File: src/rtl/wide_add_sequencer_if.sv
// Request, response and shared-adder signals of the wide add/sub sequencer.
// The master side is the requester/consumer/adder environment; the slave side is the sequencer.
interface wide_add_sequencer_if #(
   parameter int unsigned WORDS = 4
);
   localparam int unsigned W = 16 * WORDS;

   logic          req_valid;
   logic          req_ready;
   logic [W-1:0]  req_a;
   logic [W-1:0]  req_b;
   logic          req_cin;
   logic          req_sub;

   logic [15:0]   add_a;
   logic [15:0]   add_b;
   logic          add_cin;
   logic [15:0]   add_sum;
   logic          add_cout;

   logic          rsp_valid;
   logic          rsp_ready;
   logic [W-1:0]  rsp_sum;
   logic          rsp_cout;

   modport master (
      output req_valid, req_a, req_b, req_cin, req_sub, rsp_ready, add_sum, add_cout,
      input  req_ready, add_a, add_b, add_cin, rsp_valid, rsp_sum, rsp_cout
   );

   modport slave (
      input  req_valid, req_a, req_b, req_cin, req_sub, rsp_ready, add_sum, add_cout,
      output req_ready, add_a, add_b, add_cin, rsp_valid, rsp_sum, rsp_cout
   );
endinterface

File: src/rtl/wide_add_sequencer.sv
// Word-serial WORDS x 16-bit add/subtract on one shared external 16-bit adder,
// least significant word first, carry registered between words.
module wide_add_sequencer #(
   parameter int unsigned WORDS = 4
) (
   input  logic                clk,
   input  logic                rst_n,
   wide_add_sequencer_if.slave bus
);
   localparam int unsigned    W        = 16 * WORDS;
   localparam int unsigned    IDX_W    = (WORDS > 1) ? $clog2(WORDS) : 1;
   localparam logic [IDX_W-1:0] IDX_LAST = IDX_W'(WORDS - 1);

   typedef enum logic [1:0] {IDLE, RUN, DONE} state_e;

   state_e           state_q, state_d;
   logic [IDX_W-1:0] idx_q, idx_d;
   logic             carry_q, carry_d;
   logic [W-1:0]     a_q, a_d;
   logic [W-1:0]     b_q, b_d;
   logic [W-1:0]     res_q, res_d;
   logic             req_ready_q, req_ready_d;
   logic             rsp_valid_q, rsp_valid_d;
   logic [15:0]      add_a_q, add_a_d;
   logic [15:0]      add_b_q, add_b_d;
   logic             add_cin_q, add_cin_d;

   // Adder ports are registered one cycle ahead so they present word idx during RUN.
   always_ff @(posedge clk or negedge rst_n) begin
      if (!rst_n) begin
         state_q     <= IDLE;
         idx_q       <= '0;
         carry_q     <= 1'b0;
         a_q         <= '0;
         b_q         <= '0;
         res_q       <= '0;
         req_ready_q <= 1'b1;
         rsp_valid_q <= 1'b0;
         add_a_q     <= '0;
         add_b_q     <= '0;
         add_cin_q   <= 1'b0;
      end else begin
         state_q     <= state_d;
         idx_q       <= idx_d;
         carry_q     <= carry_d;
         a_q         <= a_d;
         b_q         <= b_d;
         res_q       <= res_d;
         req_ready_q <= req_ready_d;
         rsp_valid_q <= rsp_valid_d;
         add_a_q     <= add_a_d;
         add_b_q     <= add_b_d;
         add_cin_q   <= add_cin_d;
      end
   end

   always_comb begin
      state_d     = state_q;
      idx_d       = idx_q;
      carry_d     = carry_q;
      a_d         = a_q;
      b_d         = b_q;
      res_d       = res_q;
      req_ready_d = req_ready_q;
      rsp_valid_d = rsp_valid_q;
      add_a_d     = '0;
      add_b_d     = '0;
      add_cin_d   = 1'b0;

      case (state_q)
         IDLE: begin
            if (bus.req_valid && req_ready_q) begin
               // Subtraction is A + ~B + 1; req_cin is irrelevant then.
               a_d         = bus.req_a;
               b_d         = bus.req_sub ? ~bus.req_b : bus.req_b;
               carry_d     = bus.req_sub | bus.req_cin;
               idx_d       = '0;
               res_d       = '0;
               add_a_d     = a_d[15:0];
               add_b_d     = b_d[15:0];
               add_cin_d   = carry_d;
               req_ready_d = 1'b0;
               state_d     = RUN;
            end
         end

         RUN: begin
            res_d[32'(idx_q) * 16 +: 16] = bus.add_sum;
            carry_d                       = bus.add_cout;
            if (idx_q == IDX_LAST) begin
               rsp_valid_d = 1'b1;
               state_d     = DONE;
            end else begin
               idx_d     = idx_q + IDX_W'(1);
               add_a_d   = a_q[32'(idx_d) * 16 +: 16];
               add_b_d   = b_q[32'(idx_d) * 16 +: 16];
               add_cin_d = bus.add_cout;
            end
         end

         DONE: begin
            if (bus.rsp_ready) begin
               rsp_valid_d = 1'b0;
               req_ready_d = 1'b1;
               state_d     = IDLE;
            end
         end

         default: state_d = IDLE;
      endcase
   end

   assign bus.req_ready = req_ready_q;
   assign bus.rsp_valid = rsp_valid_q;
   assign bus.rsp_sum   = res_q;
   assign bus.rsp_cout  = carry_q;
   assign bus.add_a     = add_a_q;
   assign bus.add_b     = add_b_q;
   assign bus.add_cin   = add_cin_q;

endmodule

File: src/flat_wrapper.sv
// flat-port wrapper written by rule: the top's interface ports become plain ports
module wide_add_sequencer_flat 
#(
   parameter int unsigned WORDS = 4
)
  (clk, rst_n, bus_req_valid, bus_req_a, bus_req_b, bus_req_cin, bus_req_sub, bus_rsp_ready, bus_add_sum, bus_add_cout, bus_req_ready, bus_add_a, bus_add_b, bus_add_cin, bus_rsp_valid, bus_rsp_sum, bus_rsp_cout);
  wide_add_sequencer_if #(.WORDS(WORDS)) bus_i ();
  input  logic clk;
  input  logic rst_n;
  input wire logic [$bits(bus_i.req_valid)-1:0] bus_req_valid;
  input wire logic [$bits(bus_i.req_a)-1:0] bus_req_a;
  input wire logic [$bits(bus_i.req_b)-1:0] bus_req_b;
  input wire logic [$bits(bus_i.req_cin)-1:0] bus_req_cin;
  input wire logic [$bits(bus_i.req_sub)-1:0] bus_req_sub;
  input wire logic [$bits(bus_i.rsp_ready)-1:0] bus_rsp_ready;
  input wire logic [$bits(bus_i.add_sum)-1:0] bus_add_sum;
  input wire logic [$bits(bus_i.add_cout)-1:0] bus_add_cout;
  output wire logic [$bits(bus_i.req_ready)-1:0] bus_req_ready;
  output wire logic [$bits(bus_i.add_a)-1:0] bus_add_a;
  output wire logic [$bits(bus_i.add_b)-1:0] bus_add_b;
  output wire logic [$bits(bus_i.add_cin)-1:0] bus_add_cin;
  output wire logic [$bits(bus_i.rsp_valid)-1:0] bus_rsp_valid;
  output wire logic [$bits(bus_i.rsp_sum)-1:0] bus_rsp_sum;
  output wire logic [$bits(bus_i.rsp_cout)-1:0] bus_rsp_cout;
  assign bus_i.req_valid = bus_req_valid;
  assign bus_i.req_a = bus_req_a;
  assign bus_i.req_b = bus_req_b;
  assign bus_i.req_cin = bus_req_cin;
  assign bus_i.req_sub = bus_req_sub;
  assign bus_i.rsp_ready = bus_rsp_ready;
  assign bus_i.add_sum = bus_add_sum;
  assign bus_i.add_cout = bus_add_cout;
  assign bus_req_ready = bus_i.req_ready;
  assign bus_add_a = bus_i.add_a;
  assign bus_add_b = bus_i.add_b;
  assign bus_add_cin = bus_i.add_cin;
  assign bus_rsp_valid = bus_i.rsp_valid;
  assign bus_rsp_sum = bus_i.rsp_sum;
  assign bus_rsp_cout = bus_i.rsp_cout;
  wide_add_sequencer #(.WORDS(WORDS)) u_core (.clk(clk), .rst_n(rst_n), .bus(bus_i));
endmodule
File: config.mk
export PLATFORM = sky130hd
export DESIGN_NAME = wide_add_sequencer_flat
export DESIGN_NICKNAME = d
export VERILOG_FILES = /design/src/rtl/wide_add_sequencer_if.sv /design/src/rtl/wide_add_sequencer.sv /design/src/flat_wrapper.sv
export SDC_FILE = /design/constraint.sdc
export NUM_CORES = 1
export LEC_CHECK = 0
export CAP_MARGIN = 10
export CORE_MARGIN = 2
export CORE_UTILIZATION = 49
export DETAILED_ROUTE_END_ITERATION = 8
export PLACE_DENSITY = 0.91
export RECOVER_POWER = 50
export SETUP_SLACK_MARGIN = 0.02
export SYNTH_ARGS = -nofsm -noshare
export SYNTH_HDL_FRONTEND = slang
export SYNTH_SLANG_ARGS = --single-unit
File: constraint.sdc
create_clock -name clk -period 2.6 [get_ports clk]
set_clock_uncertainty 0.2 [all_clocks]
set_input_delay 0.26 -clock clk [delete_from_list [all_inputs] [get_ports clk]]
set_output_delay 0.26 -clock clk [all_outputs]
set_load 0.01 [all_outputs]
==> flow_summary.yaml <==
place:
  place_area_sq_um: 12700
  port_buffers: 250
  gp_congestion: 0.799
  dpl.hpwl_mm: 17.8
  place_inst: 1396
route:
  wl_met1_mm: 10.7
  routed.top_layer: "met5"
  firstDrtPassIters: 5
  antenna_left: 0
  vias: 7859
  wl_per_cell_um: 18.5
  drt_iter0_drc: 431
  route.met3.wl_mm: 2.15
  route.met2.wl_mm: 13.1
  drt-total-wl_mm: 26.6
  viasPerCell: 5.45
  drc: 0
synth:
  yosys_warnings: 0
  synth.area.mux_share_pct: 6.65
  synth_cell_types: 33
  ys_ff_latch: 232
  synth_top_family_by_area: "simple AND/OR/NAND/NOR gates"
  synth-xor-area-share_pct: 5.64
  synthSimpleGateAreaFrac_pct: 13.8
  synth_top_area_share_pct: 58.2
  syn_nets: 1072
  synth.area.top_cells: "dfrtp_1, nand2_1, a22o_1, mux2i_1, xnor2_1"
  synth_area_sq_um: 9940
  synthCells: 915
  post-synth-top-area-cell: "dfrtp_1"
  synth-compound-area-share_pct: 11.6
  yosysSeqAreaShare_pct: 58.4
  postSynthAreaPerCell_sq_um: 10.9
  synth-adder-area-share_pct: 0.755
clocking:
  insertion_delay_ps: 520
  cts_resized: 0
  clk_pin_slew_ps: 70
  clockBufferDepth: 3
  clock_sinks: 232
  cts_max_level: 1
  ctsRootBufferMaster: "clkbuf_16"
  cts_buffers: 24
  cts_tree: "done"
min_path:
  holdPathStages: 3
  hp-class: "input pin to flop"
  hold_start: "bus_req_a[42]"
critical_path:
  cp_slowest_cell: "nand2b_1"
  critPathKind: "flop to flop"
  arrival_ps: 2560
  crit_path_max_incr_delay_ps: 640
  rr_worst_depth: 4
  cp-startpoint: "u_core.idx_q[0]$_DFFE_PN0P_"
  r2r_start: "u_core.idx_q[0]$_DFFE_PN0P_"
  crit_path_end_kind: "flop"
  required_ps: 2730
  crit_chain: "inv_2, ha_1, nand2b_1, o221ai_1"
  path_max_fanout: 16
  crit_path_start_kind: "flop"
timing:
  relSlewSlack_pct: 30.6
  rsz0062_at_grt: "no"
  max_freq_mhz: 412
  finalHoldViolCount: 0
  setup_viol: 0
  period_needed_ps: 2430
  post-route-period-util_pct: 93.4
  tns_ps: 0
  tightest_slew_ps: 1040
  report.final.slew_viol_count: 0
layout:
  drive_above_1_share_pct: 7.51
  layout.nets: 1310
  insertedDiodeCount: 0
  syn_to_final_growth_pct: 35.9
  final_common_cell: "nand2_1"
  mostFrequentLayoutCells: "nand2_1, clkdlybuf4s50_1, dfrtp_1"
  seqCellArea_sq_um: 5810
  multi_input_area_sq_um: 3830
  fin_area_sq_um: 13500
  n_fill_cell: 1452
  finalNonFillerCells: 1441
global_route:
  grt_pass1_vias: 8132
  grt-ovfl-total: 0
  grt_antenna_before_repair: 2
  grt_usage_pct: 24.7
  grt_pass1_wl_mm: 42.9
  grt_max_degree: 89
power_and_ir_drop:
  p_leak_nw: 6.58
  cellPowerDensity_nw_per_um2: 564
  p_total_mw: 7.61
  peakVddDrop_v: 0.000476
die:
  fp.dieArea_sq_um: 21400
  die_h_um: 146
  initial_core_util_pct: 49.6
  die_w_um: 146
  std_cell_rows: 52
  core_sq_um: 20000
  io_pins: 251
job:
  cap_viol_max_count: 0
status:
  status: "finished, final reports clean"
-- sequential cells by signal, indices dropped and copies added, names as in the netlist --
| signal | count |
|---|---|
| u_core.a_q | 64 |
| u_core.b_q | 64 |
| u_core.bus.rsp_sum | 64 |
| u_core.bus.add_a | 16 |
| u_core.bus.add_b | 16 |
| u_core.idx_q | 2 |
| u_core.state_q | 2 |
| u_core.bus.add_cin | 1 |
| u_core.bus.req_ready | 1 |
| u_core.bus.rsp_cout | 1 |
| u_core.bus.rsp_valid | 1 |
-- synth_stat cells (all sizes together) --
cell type  instances
a22o              64
xnor2             48
o221ai            16
inv                5
and2b              1
mux2i             48
nor2               1
and4bb             1
nor4b              2
o211ai            16
o31ai              1
o21ai             54
mux2              16
buf               48
nor3b              1
dfstp              1
nand2b             3
dfrtp            231
a21oi              7
nand2            313
nand4bb            1
clkbuf            10
xor2              16
nand3              2
nor4               3
ha                 6
-- kinds of logic (layout without fill, tap and decap cells) --
group,count (synthesis),in the layout
buf+inv,63,319
fa+ha+maj,6,6
xor+xnor,64,64
simple gates,328,328
compound gates,158,158
mux,64,64
flops,232,232
-- worst paths after layout --
path                                                  to  slack (ps)
setup reg to reg           u_core.bus.add_b[2]$_DFF_PN0_         170
max in group asynchronous     u_core.a_q[44]$_DFFE_PN0P_         570
hold / removal                u_core.a_q[42]$_DFFE_PN0P_          80
hold reg to reg               u_core.a_q[22]$_DFFE_PN0P_         270
setup / recovery           u_core.bus.add_b[2]$_DFF_PN0_         170
min in group asynchronous     u_core.a_q[23]$_DFFE_PN0P_         130
-- report_power, final --
group	internal [mW]	switching, mW	leakage (nW)
combinational	0.261	0.191	2.94
clock	2.16	1.39	0.408
sequential	3.61	0	3.23
-- layer usage --
metal,track usage [%],vias up
met5,0,-
met4,7.91,2
met3,5.34,56
met2,40.8,380
met1,32.9,3858
li1,-,3563
-- worst max-delay path, delay by kind of cell (launching register included) --
kind | cells | cell delay, ps
AOI/OAI and AO/OA | 1 | 250
adders and majority gates | 1 | 500
buffers and inverters | 1 | 130
DFF | 1 | 510
and+or+nand+nor | 1 | 640
-- what timing repair did --
item                      4_1_cts  5_1_grt
hold buffers                    1        0
setup buffers                   0        0
hold endpoints to repair       75        0
-- cell type report --
cell class                 instances  area share, %
clock inverter                     8          0.732
multi-input combinational        620           28.4
sequential                       232           43.0
tap                              270           2.50
timing repair buffer             270           19.8
clock buffer                      36           5.46
inverter                           5          0.139
-- stage by stage --
stage	hold WS, ps	utilization, %	setup slack (ps)
6_report	80.2	67.4	172
5_1_grt	70.2	67.4	69.1
4_1_cts	63.5	67.7	219
3_5_place_dp	98.5	63.5	239
3_3_place_gp	88.1	63.5	392
2_1_floorplan	-236	-	385
(Power assumes the default switching activity.)
